--- config.mk ---
export PLATFORM = sky130hd
export DESIGN_NAME = gobou_activ
export DESIGN_NICKNAME = d
export VERILOG_FILES = /design/src/rtl/gobou_pkg.sv /design/src/rtl/gobou_activ_lane.sv /design/src/rtl/gobou_activ.sv
export SDC_FILE = /design/constraint.sdc
export NUM_CORES = 1
export LEC_CHECK = 0
export ABC_CLOCK_PERIOD_IN_PS = 3250
export CORE_ASPECT_RATIO = 0.75
export CORE_UTILIZATION = 45
export DETAILED_ROUTE_END_ITERATION = 16
export GPL_ROUTABILITY_DRIVEN = 0
export PLACE_DENSITY = 0.74
export SLEW_MARGIN = 40
export SYNTH_ARGS = -nofsm -noshare
export SYNTH_HDL_FRONTEND = slang
export SYNTH_SLANG_ARGS = --single-unit
--- constraint.sdc ---
create_clock -name clk -period 3.25 [get_ports clk]
set_input_delay 0.325 -clock clk [delete_from_list [all_inputs] [get_ports clk]]
set_output_delay 0.325 -clock clk [all_outputs]
set_load 0.05 [all_outputs]
--- src/rtl/gobou_pkg.sv ---
// Shared definitions for the gobou fully-connected datapath.
// Latency: n/a (types and constants only).
// Backpressure: n/a.
package gobou_pkg;

  // Default signed pixel width used across the datapath.
  localparam int GOBOU_DWIDTH = 16;

  // Activation function selector carried with every beat.
  typedef enum logic [1:0] {
    ACT_BYPASS = 2'd0,
    ACT_RELU   = 2'd1,
    ACT_LEAKY  = 2'd2,
    ACT_CLIP   = 2'd3
  } act_mode_e;

endpackage

--- src/rtl/gobou_activ_lane.sv ---
// Per-lane activation function: bypass, ReLU, leaky ReLU or clipped ReLU.
// Latency: combinational.
// Backpressure: none, pure function of its inputs; macro GOBOU_ACTIV_CLIP_EN enables clipping.
module gobou_activ_lane
  import gobou_pkg::*;
#(
  parameter int DWIDTH     = GOBOU_DWIDTH,
  parameter int LEAK_SHIFT = 3
) (
  input  logic signed [DWIDTH-1:0] x,
  input  act_mode_e                mode,
  input  logic signed [DWIDTH-1:0] clip_max,
  output logic signed [DWIDTH-1:0] y,
  output logic                     clipped
);

  logic pos;
  assign pos = (x > 0);

`ifdef GOBOU_ACTIV_CLIP_EN
  // A non-positive ceiling collapses to zero so the output stays in [0, ceiling].
  logic signed [DWIDTH-1:0] ceiling;
  assign ceiling = (clip_max > 0) ? clip_max : '0;
`else
  logic unused_clip_max;
  assign unused_clip_max = ^clip_max;
`endif

  // Select the activation; every result fits in DWIDTH without widening.
  always_comb begin
    y       = x;
    clipped = 1'b0;
    case (mode)
      ACT_BYPASS: y = x;
      ACT_RELU:   y = pos ? x : '0;
      ACT_LEAKY:  y = pos ? x : (x >>> LEAK_SHIFT);
      ACT_CLIP: begin
`ifdef GOBOU_ACTIV_CLIP_EN
        if (!pos) begin
          y = '0;
        end else if (x > ceiling) begin
          y       = ceiling;
          clipped = 1'b1;
        end else begin
          y = x;
        end
`else
        y = pos ? x : '0;
`endif
      end
      default: y = x;
    endcase
  end

endmodule

--- src/rtl/gobou_activ.sv ---
// Multi-lane activation stage between the accumulator/bias stage and the output buffer.
// Latency: 2 cycles (S1 input register, S2 output register); 1 beat/cycle sustained.
// Backpressure: holds up to 2 beats; in_ready = !s1_valid || !s2_valid || out_ready. Macro GOBOU_ACTIV_CLIP_EN adds mode 3 and clip_cnt.
module gobou_activ
  import gobou_pkg::*;
#(
  parameter int DWIDTH     = GOBOU_DWIDTH,
  parameter int LANES      = 4,
  parameter int LEAK_SHIFT = 3,
  parameter int CNT_WIDTH  = 16
) (
  input  logic                      clk,
  input  logic                      xrst,
  input  logic                      in_valid,
  output logic                      in_ready,
  input  logic                      in_last,
  input  logic [1:0]                in_mode,
  input  logic [LANES*DWIDTH-1:0]   in_data,
  input  logic [DWIDTH-1:0]         clip_max,
  output logic                      out_valid,
  input  logic                      out_ready,
  output logic                      out_last,
  output logic [LANES*DWIDTH-1:0]   out_data,
  output logic [CNT_WIDTH-1:0]      clip_cnt,
  input  logic                      clip_clr
);

  localparam int BW = LANES * DWIDTH;

  logic            s1_valid;
  logic [BW-1:0]   s1_data;
  act_mode_e       s1_mode;
  logic            s1_last;
  logic [DWIDTH-1:0] s1_clip_max;

  logic            s2_valid;
  logic [BW-1:0]   s2_data;
  logic            s2_last;

  logic            s1_adv;
  logic            s2_adv;
  logic            in_fire;
  logic [BW-1:0]   act_data;
  logic [LANES-1:0] lane_clip;

  // S2 frees up when empty or draining; S1 moves on whenever S2 can take it.
  assign s2_adv   = !s2_valid || out_ready;
  assign s1_adv   = s1_valid && s2_adv;
  assign in_ready = !s1_valid || s2_adv;
  assign in_fire  = in_valid && in_ready;

  // S1: capture the beat together with its mode and last marker.
  always_ff @(posedge clk or negedge xrst) begin
    if (!xrst) begin
      s1_valid <= 1'b0;
      s1_data  <= '0;
      s1_mode  <= ACT_BYPASS;
      s1_last  <= 1'b0;
    end else if (in_fire) begin
      s1_valid <= 1'b1;
      s1_data  <= in_data;
      s1_mode  <= act_mode_e'(in_mode);
      s1_last  <= in_last;
    end else if (s1_adv) begin
      s1_valid <= 1'b0;
    end
  end

`ifdef GOBOU_ACTIV_CLIP_EN
  // Clip ceiling travels with its beat so mid-stream changes only affect later beats.
  always_ff @(posedge clk or negedge xrst) begin
    if (!xrst) begin
      s1_clip_max <= '0;
    end else if (in_fire) begin
      s1_clip_max <= clip_max;
    end
  end
`else
  assign s1_clip_max = '0;
`endif

  for (genvar i = 0; i < LANES; i++) begin : g_lane
    gobou_activ_lane #(
      .DWIDTH     (DWIDTH),
      .LEAK_SHIFT (LEAK_SHIFT)
    ) u_lane (
      .x        (s1_data[i*DWIDTH +: DWIDTH]),
      .mode     (s1_mode),
      .clip_max (s1_clip_max),
      .y        (act_data[i*DWIDTH +: DWIDTH]),
      .clipped  (lane_clip[i])
    );
  end

  // S2: register activated lanes; contents hold while stalled downstream.
  always_ff @(posedge clk or negedge xrst) begin
    if (!xrst) begin
      s2_valid <= 1'b0;
      s2_data  <= '0;
      s2_last  <= 1'b0;
    end else if (s1_adv) begin
      s2_valid <= 1'b1;
      s2_data  <= act_data;
      s2_last  <= s1_last;
    end else if (out_ready) begin
      s2_valid <= 1'b0;
    end
  end

  assign out_valid = s2_valid;
  assign out_data  = s2_data;
  assign out_last  = s2_last;

`ifdef GOBOU_ACTIV_CLIP_EN
  localparam int NW = $clog2(LANES + 1);

  logic [NW-1:0]        n_clip;
  logic [CNT_WIDTH:0]   cnt_sum;
  logic [CNT_WIDTH-1:0] clip_cnt_q;

  // Count clipped lanes of the beat currently in S1.
  always_comb begin
    n_clip = '0;
    for (int i = 0; i < LANES; i++) begin
      n_clip = n_clip + NW'(lane_clip[i]);
    end
  end

  assign cnt_sum = {1'b0, clip_cnt_q} + (CNT_WIDTH+1)'(n_clip);

  // Saturating clip statistic; a clear in the same cycle beats the increment.
  always_ff @(posedge clk or negedge xrst) begin
    if (!xrst) begin
      clip_cnt_q <= '0;
    end else if (clip_clr) begin
      clip_cnt_q <= '0;
    end else if (s1_adv) begin
      clip_cnt_q <= cnt_sum[CNT_WIDTH] ? '1 : cnt_sum[CNT_WIDTH-1:0];
    end
  end

  assign clip_cnt = clip_cnt_q;
`else
  logic unused_clip_in;
  assign unused_clip_in = ^{clip_max, clip_clr, lane_clip};
  assign clip_cnt = '0;
`endif

endmodule

After elaboration in Yosys (flattened, before gate mapping)
Index checks and enable logic that the tools add are counted.
{"block": "totals", "register_bits": 134, "out_inout_bits": 83}
{"block": "classes", "mux": 16, "eq_ne": 3, "reduce_logical": 10, "magnitude_cmp": 4}
{"op": "16-bit case mux with 3 select lines", "n": 4}
{"op": "16-bit by 1-bit greater-than comparator with 1-bit output, second input constant", "n": 4}
{"op": "16-bit two-way mux", "n": 4}
{"op": "15-bit two-way mux", "n": 4}
{"op": "2-bit == test, second input constant", "n": 2}
{"op": "1-bit two-way mux", "n": 4}
{"op": "2-bit nonzero test", "n": 2}
{"op": "2-bit by 1-bit == test with 1-bit output, second input constant", "n": 1}
{"op": "1-bit logical AND", "n": 2}
{"op": "1-bit logical NOT", "n": 2}
{"op": "2-bit logical NOT", "n": 1}
{"op": "1-bit logical OR", "n": 2}
{"op": "2-bit OR reduction", "n": 1}

Depth between registers and ports, before layout
Gate-level depths: netlist (run 1).
{"block": "depth", "ltp_word": 5, "depth_mapped": 6, "ltp_nobuf": 3}

Modules after synthesis
A second synthesis (run 1) with hierarchy kept.
{"block": "hier_totals", "hier_cells": 511, "hier_area_um2": 6904.1}
{"mod": "gobou_activ", "n_inst": 1, "cells_per_inst": 303, "area_per_inst_um2": 5502.8}
{"mod": "gobou_activ_lane", "n_inst": 4, "cells_per_inst": 52, "area_per_inst_um2": 350.3}

Least setup slack after synthesis (run 1)
No wires, ideal clock.
{"block": "synth_path", "path_kind": "register to register", "start": "register s2_valid (netlist: out_valid)", "end": "register s1_data[15]", "t_arrival_ns": 1.880, "stages_incl_launch_ff": 6, "path_buffers": 2, "setup_ns": 0.128, "setup_slack_ns": 1.243, "cell_sequence": "dfrtp_1 -> nand3b_2 -> nand2_2 -> buf_6 -> buf_6 -> mux2_1"}
{"block": "synth_via", "elab_chain_cells": 4}
{"item": "start: declaration", "line_no": "gobou_activ.sv:36", "source": "logic s2_valid;"}
{"item": "start signal: assignment", "line_no": "gobou_activ.sv:98", "source": "s2_valid <= 1'b0;"}
{"item": "start signal: assignment", "line_no": "gobou_activ.sv:102", "source": "s2_valid <= 1'b1;"}
{"item": "start signal: assignment", "line_no": "gobou_activ.sv:106", "source": "s2_valid <= 1'b0;"}
{"item": "1-bit logical NOT", "line_no": "gobou_activ.sv:47", "source": "assign s2_adv = !s2_valid || out_ready;"}
{"item": "1-bit logical OR", "line_no": "gobou_activ.sv:47"}
{"item": "1-bit logical OR", "line_no": "gobou_activ.sv:49", "source": "assign in_ready = !s1_valid || s2_adv;"}
{"item": "net in_ready", "line_no": "gobou_activ.sv:15", "source": "output logic in_ready,"}
{"item": "1-bit logical AND", "line_no": "gobou_activ.sv:50", "source": "assign in_fire = in_valid && in_ready;"}
{"item": "end signal: assignment", "line_no": "gobou_activ.sv:61", "source": "s1_data <= in_data;"}
{"item": "end: declaration", "line_no": "gobou_activ.sv:31", "source": "logic [BW-1:0] s1_data;"}
The timed path passes the listed nets, and every way through them passes these cells.
A chain may end at the register's enable or synchronous reset.

Final worst setup path (run 1)
{"block": "layout_path", "start": "register s1_valid", "end": "output port in_ready"}
{"block": "layout_via", "elab_chain_cells": 2}
{"item": "start: declaration", "line_no": "gobou_activ.sv:30", "source": "logic s1_valid;"}
{"item": "start signal: assignment", "line_no": "gobou_activ.sv:55", "source": "s1_valid <= 1'b0;"}
{"item": "start signal: assignment", "line_no": "gobou_activ.sv:60", "source": "s1_valid <= 1'b1;"}
{"item": "start signal: assignment", "line_no": "gobou_activ.sv:65", "source": "s1_valid <= 1'b0;"}
{"item": "1-bit logical NOT", "line_no": "gobou_activ.sv:49"}
{"item": "1-bit logical OR", "line_no": "gobou_activ.sv:49"}
{"item": "end: declaration", "line_no": "gobou_activ.sv:15"}
No other way between the ends.

==> impl_results.rst, run 1 <==
.. list-table::
   :header-rows: 1

   * - Metric
     - Value
   * - Launching point of the worst reg2reg path
     - s1_valid
   * - Global-route usage over all layers
     - 20.9%
   * - Normalized max-slew margin
     - 54.2%
   * - Minimum period implied by the final worst setup slack
     - 2350 ps
   * - Final Hold Vio Count
     - 0
   * - Clock Power Share
     - 30.2%
   * - Width of the die
     - 135 um
   * - Total die area
     - 13,800 sq um
   * - Largest net degree at the start of global routing
     - 63
   * - Drt initial violations
     - 307
   * - Sw Pwr
     - 2240 uW
   * - Overflow left after global routing
     - 0
   * - Area of the mapped netlist
     - 6000 sq um
   * - Number of hold buffers added after CTS
     - 1
   * - Unrepaired setup endpoints after global routing
     - false
   * - Max Fanout on Critical Path
     - 16
   * - Source-to-sink clock delay at the later pin of the worst-skew pair
     - 410 ps
   * - Cts repair resizes
     - 0
   * - Category of the most critical setup path
     - reg -> out
   * - Number of sinks driven by the clock tree
     - 134
   * - Number of vias in the routed layout
     - 4,068
   * - Routed len/inst
     - 18.6 um
   * - HPWL after DPL
     - 8680 um
   * - Static leakage
     - 0.00345 uW
   * - Max cap viols
     - 0
   * - Clock-pin slew on the worst setup and hold paths
     - 60 ps
   * - Nets
     - 630
   * - Seq/Total Area, Yosys
     - 55.9%
   * - Endpoint of the lowest-slack register-to-register path
     - s1_data[38]
   * - Sw frac
     - 35.7%
   * - Area growth, synth to finish
     - 32.4%
   * - Final hold slack
     - 443 ps
   * - Standard cell core area
     - 13,000 sq um
   * - Critical path data arrival time
     - 2020 ps
   * - Failing checks
     - design-rule violations
   * - Post-DRT Antenna Nets
     - 0
   * - H-tree depth
     - 4
   * - I/O pin count
     - 171
   * - Nature of the critical path endpoint
     - output pin
   * - Share of the clock period used by the worst path
     - 72.3%
   * - Setup TNS
     - 0 ps
   * - Design Power
     - 6290 uW
   * - Setup Skew
     - 9.31 ps
   * - Antenna cell count
     - 0
   * - Number of antenna violations at the first check in global routing
     - 0
   * - Fraction of power consumed by sequential logic
     - 36.6%
   * - Worst Hold Class
     - in -> async
   * - Fraction of power consumed by combinational cells
     - 33.2%
   * - Number of core rows
     - 36
   * - Wirelength, routed
     - 13,500 um
   * - R2r worst-path depth
     - 4
   * - Synth warnings
     - 0
   * - Overall die height
     - 102 um
   * - Clock buffers created by TritonCTS
     - 17
   * - Number of vias per cell
     - 5.60
   * - Setup violators final
     - 0
   * - 1st-pass router iterations
     - 10
   * - Top achievable clock speed
     - 426 MHz
   * - Most frequent standard cell in the layout excluding fill and tap cells
     - clkdlybuf4s50_1
   * - Largest vdd supply drop
     - 0.422 mV
   * - Worst R2R Setup Slack
     - 1120 ps
   * - Detailed-route DRC error count
     - 1
   * - Fraction of layout cells with a size suffix above 1
     - 22.7%
   * - Clock root buffer master
     - clkbuf_16
   * - CTS tree
     - built
   * - Post-Synthesis Mean Instance Area
     - 14.3 sq um
   * - Critical Path Source Type
     - flip-flop
   * - Postcts setup bufs
     - 0
   * - Areal power density over the cells
     - 791 nW/um^2
   * - Number of port buffers
     - 137
   * - Required time of the worst setup path
     - 2920 ps
   * - Internal power
     - 4040 uW
   * - Commonest cells after routing, fill and taps aside
     - clkdlybuf4s50_1 (136), dfrtp_1 (134), mux2_2 (52), and4_1 (48), a221o_1 (48)
   * - Number of synthesized register bits
     - 134
   * - Gate count of the mapped netlist
     - 419
   * - Measured slew at the worst slew-check pin
     - 687 ps
   * - Clock Tree Buf Depth
     - 2
   * - Status
     - finished with violations
   * - Wire length of the first global-routing pass
     - 21,900 um
   * - Number of distinct library cells after synthesis
     - 21
   * - Via count of the first global-routing pass
     - 4,104
   * - Starting utilization of the core area
     - 46.1%
   * - Slew Viols, Final
     - 0
[cell families (layout without fill, tap and decap cells)]
group                  count (synthesis)  count (layout)  share of synthesized area, %
multiplexers                          84              84                          17.5
other                                  1              16                        0.0625
AO/OA/AOI/OAI                         76              76                          10.3
AND/OR/NAND/NOR                       66              66                          9.26
flip-flops                           134             134                          55.9
buffers and inverters                 58             179                          7.01
[state kept, by name, indices dropped and copies added (netlist names)]
| register | flops |
|---|---|
| s1_mode | 2 |
| out_last | 1 |
| out_valid | 1 |
| s1_valid | 1 |
| s1_last | 1 |
| out_data | 64 |
| s1_data | 64 |
[cell usage after synthesis]
cell type	count	area [sq um]
nand3b_2	1	11.3
buf_2	18	90.1
mux2_2	52	586
nand2_1	1	3.75
and3_1	2	12.5
and3_4	2	22.5
nand2_2	1	6.26
buf_4	18	135
o21ai_1	4	20.0
nor2b_1	4	25.0
and3b_1	4	35.0
mux2_4	27	405
clkbuf_1	7	26.3
and4_1	48	420
a21oi_1	24	120
buf_6	15	169
conb_1	1	3.75
a221o_1	48	480
mux2_1	5	56.3
dfrtp_1	134	3350
nand2b_1	3	18.8
[critical path, cell delays in order (launching register included)]
cell and delay [ps]:
dfrtp_1 560, nand3b_2 230, clkdlybuf4s50_1 830
[final cells by class]
| class | instances | area (sq um) |
|---|---|---|
| Sequential cell | 134 | 3350 |
| Clock inverter | 11 | 124 |
| Clock buffer | 21 | 470 |
| Tap cell | 171 | 214 |
| Multi-Input combinational cell | 242 | 2290 |
| Fill cell | 984 | 5070 |
| Timing Repair Buffer | 147 | 1490 |
[routing by layer]
layer | wire, um | vias up | track usage [%]
met1 | 6280 | 2078 | 29.4
met5 | 0 | - | 0
li1 | - | 1834 | -
met4 | 162 | 0 | 6.66
met3 | 790 | 15 | 4.56
met2 | 6300 | 141 | 32.5
[power by group through the flow]
stage,combinational [uW],sequential (uW),clock (uW)
after floorplan,658,3030,0
after global placement,2040,2320,0
after detailed placement,2080,2330,0
after CTS,2090,2310,1940
after global routing,2190,2350,2010
final,2090,2300,1900
[metrics by stage]
step / cells / cell area [sq um] / worst slack [ps] / utilization, %
after global routing: 726 / 7950 / 831 / 61.0
final: 726 / 7950 / 900 / 61.0
after CTS: 725 / 7930 / 877 / 60.9
after detailed placement: 692 / 7330 / 931 / 56.3
after floorplan: 434 / 6060 / 1240 / -
after global placement: 691 / 7300 / 967 / 56.1
[worst max path at each step]
stage	start	endpoint	slack [ps]
2_1_floorplan	out_valid	s1_data[15]	1240
3_3_place_gp	out_ready	s1_data[42]	970
3_5_place_dp	out_ready	s1_data[38]	930
4_1_cts	s1_valid	in_ready	880
5_1_grt	s1_valid	in_ready	830
6_report	s1_valid	in_ready	900
No activity file was read; power rests on OpenSTA's default activity.
==> run 2: changes to the inputs <==
- ABC_CLOCK_PERIOD_IN_PS: 3250 -> 2100
- CORE_UTILIZATION: 45 -> 43
- clock period: 3.25 -> 2.1 ns (I/O delays scaled with it)
==> run 2 against run 1 <==
Compared with the run above:
- the flow still finishes with violations (design-rule violations)
- flip-flop and latch count unchanged
- die area up 4.6%
- wire length up 2.3%
- sequential share of layout area decreased by 0.22 points
- largest cell class unchanged
- largest power group unchanged
- highest routed layer unchanged
==> impl_results.rst, run 2 (synthesis results as in run 1) <==
.. list-table::
   :header-rows: 1

   * - Metric
     - Value
   * - Setup TNS
     - 0 ps (unchanged)
   * - Clock Tree Buf Depth
     - 2 (unchanged)
   * - Post-DRT Antenna Nets
     - 0 (unchanged)
   * - Number of antenna violations at the first check in global routing
     - 0 (unchanged)
   * - Status
     - finished with violations
   * - Largest net degree at the start of global routing
     - 61 (-3.2%)
   * - Measured slew at the worst slew-check pin
     - 729 ps (+42.3 ps)
   * - Width of the die
     - 138 um (+2.3%)
   * - Number of sinks driven by the clock tree
     - 134 (unchanged)
   * - Detailed-route DRC error count
     - 18 (+17)
   * - Area growth, synth to finish
     - 33.1%
   * - Unrepaired setup endpoints after global routing
     - false
   * - CP Cell Sequence
     - clkdlybuf4s50_1
   * - Largest vdd supply drop
     - 0.685 mV (+62%)
   * - I/O pin count
     - 171 (unchanged)
   * - Startpoint of the most critical setup path
     - out_valid
   * - Critical path data arrival time
     - 1640 ps (-380 ps)
   * - Antenna cell count
     - 0 (unchanged)
   * - Share of the clock period used by the worst path
     - 87.9%
   * - Clock buffers created by TritonCTS
     - 17 (unchanged)
   * - CTS tree
     - built
   * - Failing checks
     - design-rule violations
   * - Clock root buffer master
     - clkbuf_16
   * - Critical Path Sink
     - out_valid
   * - Commonest cells after routing, fill and taps aside
     - clkdlybuf4s50_1 (135), dfrtp_1 (134), mux2_2 (52), and4_1 (48), a221o_1 (48)
   * - Minimum period implied by the final worst setup slack
     - 1850 ps
   * - Number of vias in the routed layout
     - 4,051 (-0.42%)
   * - Setup Skew
     - 9.30 ps (-0.00611 ps)
   * - Nets
     - 638 (+1.3%)
   * - R2r worst-path depth
     - 3 (-1)
   * - Critical path's slowest cell
     - clkdlybuf4s50_1
   * - Number of core rows
     - 36 (unchanged)
   * - Launching point of the worst reg2reg path
     - s1_mode[1]
   * - Worst Hold Class
     - in -> async
   * - Static leakage
     - 0.00349 uW (+0.91%)
   * - Routed len/inst
     - 18.9 um (+1.2%)
   * - Via count of the first global-routing pass
     - 4,203 (+2.4%)
   * - Clock-pin slew on the worst setup and hold paths
     - 60 ps (about the same)
   * - Standard cell core area
     - 13,300 sq um (+2.1%)
   * - Fraction of power consumed by combinational cells
     - 34.1% (+0.9 points)
   * - Buf/Inv on CP
     - 1 (unchanged)
   * - Number of port buffers
     - 137 (unchanged)
   * - Clock Power Share
     - 28.9% (-1.3 points)
   * - Number of vias per cell
     - 5.52 (-1.5%)
   * - Slew Viols, Final
     - 0 (unchanged)
   * - Drt initial violations
     - 234 (-24%)
   * - Fraction of layout cells with a size suffix above 1
     - 23.4% (+0.74 points)
   * - Nature of the critical path endpoint
     - output pin
   * - Wire length of the first global-routing pass
     - 22,900 um (+4.5%)
   * - H-tree depth
     - 4 (unchanged)
   * - Global-route usage over all layers
     - 20.2% (-0.71 points)
   * - Category of the most critical setup path
     - reg -> out
   * - Total die area
     - 14,400 sq um (+4.6%)
   * - DP Area
     - 7420 sq um (+1.2%)
   * - Most frequent standard cell in the layout excluding fill and tap cells
     - clkdlybuf4s50_1
   * - Overall die height
     - 104 um (+2.3%)
   * - Internal power
     - 6160 uW (+52%)
   * - Critical Path Source Type
     - flip-flop
   * - Crit. path cell count
     - 1 (-1)
   * - Max Fanout on Critical Path
     - 3 (-13)
   * - Wirelength, routed
     - 13,900 um (+2.3%)
   * - Sequential cell area
     - 3350 sq um (unchanged)
   * - Fraction of power consumed by sequential logic
     - 37.0% (+0.4 points)
   * - Fillers
     - 1,000 (+1.6%)
   * - Required time of the worst setup path
     - 1890 ps (-1030 ps)
   * - Normalized max-slew margin
     - 51.4% (-2.8 points)
   * - Setup violators final
     - 0 (unchanged)
   * - Sw frac
     - 35.9% (+0.20 points)
   * - Worst R2R Setup Slack
     - 300 ps (-820 ps)
   * - Worst path max stage delay
     - 830 ps (about the same)
   * - Area used by multi-input combinational logic
     - 2290 sq um (unchanged)
   * - Final Hold Vio Count
     - 0 (unchanged)
   * - Post-Layout Inst Area
     - 7990 sq um (+0.52%)
   * - Areal power density over the cells
     - 1200 nW/um^2 (+52%)
   * - Source-to-sink clock delay at the later pin of the worst-skew pair
     - 400 ps (about the same)
   * - Cell type group with the largest total delay on the critical path
     - buffers and inverters
   * - Overflow left after global routing
     - 0 (unchanged)
   * - Sw Pwr
     - 3440 uW (+54%)
   * - 1st-pass router iterations
     - 10 (unchanged)
   * - Final Core Density
     - 60.1% (-0.93 points)
   * - HPWL after DPL
     - 9080 um (+4.5%)
   * - Starting utilization of the core area
     - 45.2% (-0.94 points)
   * - Top achievable clock speed
     - 542 MHz
   * - Max cap viols
     - 0 (unchanged)
   * - Endpoint of the lowest-slack register-to-register path
     - out_data[17]
## run 2: repair_timing
item	CTS	global route
setup buffers	0	0
resized for setup	0	0
hold buffers	1	0
hold endpoints to repair	43	0
setup endpoints to repair	0	0
## run 2: power groups by stage
stage	clock (uW)	sequential (uW)	combinational (uW)
final	2780	3560	3270
after global routing	2950	3620	3410
after CTS	2830	3550	3290
after detailed placement	0	3580	3280
after global placement	0	3570	3230
after floorplan	0	4690	1020
## run 2: final cells by class
class,instances,share of cell area [%]
clock buffers,24,6.03
clock inverters,8,0.924
flip-flops and latches,134,42.0
well taps,171,2.68
multi-input cells,242,28.7
repair buffers,155,19.7
## run 2: routing by layer
metal	GRT usage [%]	up-vias	part of all wire, %
met1	28.7	2083	48
met2	30.5	128	47
met5	0	-	0
met3	5.25	2	4.9
li1	-	1838	-
met4	5.30	0	0.11
## run 2: worst min-delay path by stage
stage,start,to,slack [ps],cells past startpoint
after floorplan,xrst,out_data[0],-90,0
after global placement,xrst,s1_data[37],150,1
after detailed placement,xrst,out_data[37],160,1
after CTS,xrst,s1_data[37],300,2
after global routing,xrst,s1_data[37],320,2
final,xrst,s1_data[37],290,2
## run 2: through the flow
stage / cells / worst slack (ps) / power, uW / hold WS [ps]
floorplan: 434 / 92.6 / 5710 / -85.6
global placement: 701 / 256 / 6800 / 153
detailed placement: 701 / 228 / 6860 / 163
CTS: 734 / 227 / 9670 / 301
global route: 734 / 179 / 9980 / 322
finish: 734 / 254 / 9600 / 294
==> run 3: changes to the inputs <==
- PLACE_DENSITY: 0.74 -> 0.76
==> run 3 against run 2 <==
Compared with the run above:
- the flow still finishes with violations (design-rule violations)
- sequential share of layout area fell by 0.23 points
- largest power group unchanged
- wire length rose by 0.40%
- clock-buffer cell count fell by 3
- critical path depth did not move
- sequential power barely moved
- via count rose by 1.8%
==> impl_results.rst, run 3 (synthesis results as in run 1) <==
.. list-table::
   :header-rows: 1

   * - Metric
     - Value
   * - Status
     - finished with violations
   * - Failing checks
     - design-rule violations
   * - Areal power density over the cells
     - 1240 nW/um^2 (+3.5%)
   * - CP Cell Sequence
     - clkdlybuf4s50_1
   * - Width of the die
     - 138 um (unchanged)
   * - Buf/Inv on CP
     - 1 (unchanged)
   * - Commonest cells after routing, fill and taps aside
     - clkdlybuf4s50_1 (135), dfrtp_1 (133), mux2_2 (52), and4_1 (48), a221o_1 (48)
   * - Total die area
     - 14,400 sq um (unchanged)
   * - Number of vias per cell
     - 5.65 (+2.3%)
   * - Post-DRT Antenna Nets
     - 0 (unchanged)
   * - Critical path's slowest cell
     - clkdlybuf4s50_1
   * - Setup TNS
     - 0 ps (unchanged)
   * - Number of sinks driven by the clock tree
     - 134 (unchanged)
   * - Clock buffers created by TritonCTS
     - 17 (unchanged)
   * - Max Fanout on Critical Path
     - 3 (unchanged)
   * - Setup violators final
     - 0 (unchanged)
   * - Cts repair resizes
     - 0 (unchanged)
   * - Nets
     - 634 (-0.63%)
   * - Source-to-sink clock delay at the later pin of the worst-skew pair
     - 410 ps (about the same)
   * - Cell type group with the largest total delay on the critical path
     - buffers and inverters
   * - Wire length of the first global-routing pass
     - 22,400 um (-2.1%)
   * - Unrepaired setup endpoints after global routing
     - false
   * - Required time of the worst setup path
     - 1890 ps (about the same)
   * - Clock Tree Buf Depth
     - 2 (unchanged)
   * - Wirelength, routed
     - 13,900 um (+0.40%)
   * - Routed len/inst
     - 19.0 um (+0.95%)
   * - Clock root buffer master
     - clkbuf_16
   * - Most frequent standard cell in the layout excluding fill and tap cells
     - clkdlybuf4s50_1
   * - Worst path max stage delay
     - 840 ps (about the same)
   * - Nature of the critical path endpoint
     - output pin
   * - Number of port buffers
     - 137 (unchanged)
   * - 1st-pass router iterations
     - 11 (+1)
   * - Area growth, synth to finish
     - 33.9%
   * - Number of vias in the routed layout
     - 4,123 (+1.8%)
   * - Number of core rows
     - 36 (unchanged)
   * - DP Area
     - 7390 sq um (-0.39%)
   * - Final standard cell count with taps included and fillers excluded
     - 730 (-0.54%)
   * - Fraction of layout cells with a size suffix above 1
     - 23.4% (about the same)
   * - Design Power
     - 9990 uW (+4.1%)
   * - Via count of the first global-routing pass
     - 4,125 (-1.9%)
   * - Fillers
     - 997 (-0.30%)
   * - I/O pin count
     - 171 (unchanged)
   * - Category of the most critical setup path
     - reg -> out
   * - Largest net degree at the start of global routing
     - 61 (unchanged)
   * - Normalized max-slew margin
     - 51.5% (+0.17 points)
   * - Largest vdd supply drop
     - 0.692 mV (+1.1%)
   * - Max cap viols
     - 0 (unchanged)
   * - Final Core Density
     - 60.5% (+0.36 points)
   * - Overall die height
     - 104 um (unchanged)
   * - Critical Path Source Type
     - flip-flop
   * - Postcts setup bufs
     - 0 (unchanged)
   * - Top achievable clock speed
     - 539 MHz (-0.45%)
   * - Critical path data arrival time
     - 1640 ps (about the same)
   * - Static leakage
     - 0.00350 uW (+0.40%)
   * - Drt initial violations
     - 251 (+7.3%)
   * - Antenna cell count
     - 0 (unchanged)
   * - Standard cell core area
     - 13,300 sq um (unchanged)
   * - Minimum period implied by the final worst setup slack
     - 1850 ps (+8.36 ps)
   * - CTS tree
     - built
   * - H-tree depth
     - 4 (unchanged)
   * - Overflow left after global routing
     - 0 (unchanged)
   * - Final Hold Vio Count
     - 0 (unchanged)
   * - Slew Viols, Final
     - 0 (unchanged)
   * - HPWL after DPL
     - 8830 um (-2.7%)
   * - Worst Hold Class
     - in -> async
   * - Clock-pin slew on the worst setup and hold paths
     - 60 ps (about the same)
   * - Measured slew at the worst slew-check pin
     - 727 ps (-2.60 ps)
   * - Detailed-route DRC error count
     - 18 (unchanged)
   * - Setup Skew
     - 7.85 ps (-1.45 ps)
   * - Share of the clock period used by the worst path
     - 88.3% (+0.40 points)
   * - Post-Layout Inst Area
     - 8030 sq um (+0.60%)
   * - Global-route usage over all layers
     - 20.0% (-0.23 points)
   * - Number of antenna violations at the first check in global routing
     - 0 (unchanged)
   * - Number of placed instances with taps included
     - 697 (-0.57%)
   * - Starting utilization of the core area
     - 45.2% (unchanged)
[run 3: cell count changes in the layout (fill, tap and decap cells not counted), sizes merged]
cell	delta
buf	-4
clkinv	-2
bufinv	+3
clkbuf	-3
inv	+2
[run 3: per-layer routing]
metal	track usage, %	part of all wire, %	vias to the layer above
met4	4.57	0.56	0
met3	7.00	7.7	9
met2	30.3	47	160
li1	-	-	1836
met1	27.3	45	2118
met5	0	0	-
[run 3: what timing repair did]
action,4_1_cts,5_1_grt
hold buffers,1,0
endpoints found under the setup margin,0,0
endpoints found under the hold margin,35,0
[run 3: area by class of cell]
type	count	area (sq um)	area share [%]
Multi-Input combinational cell	242	2290	28.5
Timing Repair Buffer	151	1540	19.2
Tap cell	171	214	2.66
Clock inverter	11	171	2.13
Sequential cell	134	3350	41.8
Clock buffer	21	460	5.73
[run 3: path summary, 6_finish.rpt]
| kind | slack, ps | to | depth (start not counted) | from |
|---|---|---|---|---|
| max | 250 | out_valid | 1 | out_valid |
| min | 260 | s1_data[6] | 2 | xrst |
| max reg2reg | 290 | out_data[24] | 3 | s1_mode[1] |
| min reg2reg | 500 | out_last | 1 | s1_last |
| max in group asynchronous | 1200 | s1_data[13] | 3 | xrst |
| min in group clk | 390 | s1_data[15] | 2 | in_data[15] |
[run 3: report_power, final]
group | internal, uW | leakage (uW) | switching (uW)
clock | 2060 | 0.000304 | 1120
sequential | 3130 | 0.00162 | 421
combinational | 1300 | 0.00158 | 1960
[run 3: stage by stage]
| step | hold WS (ps) | setup slack (ps) |
|---|---|---|
| 2_1_floorplan | -85.6 | 92.6 |
| 3_3_place_gp | 128 | 233 |
| 3_5_place_dp | 131 | 179 |
| 4_1_cts | 251 | 215 |
| 5_1_grt | 275 | 195 |
| 6_report | 257 | 246 |
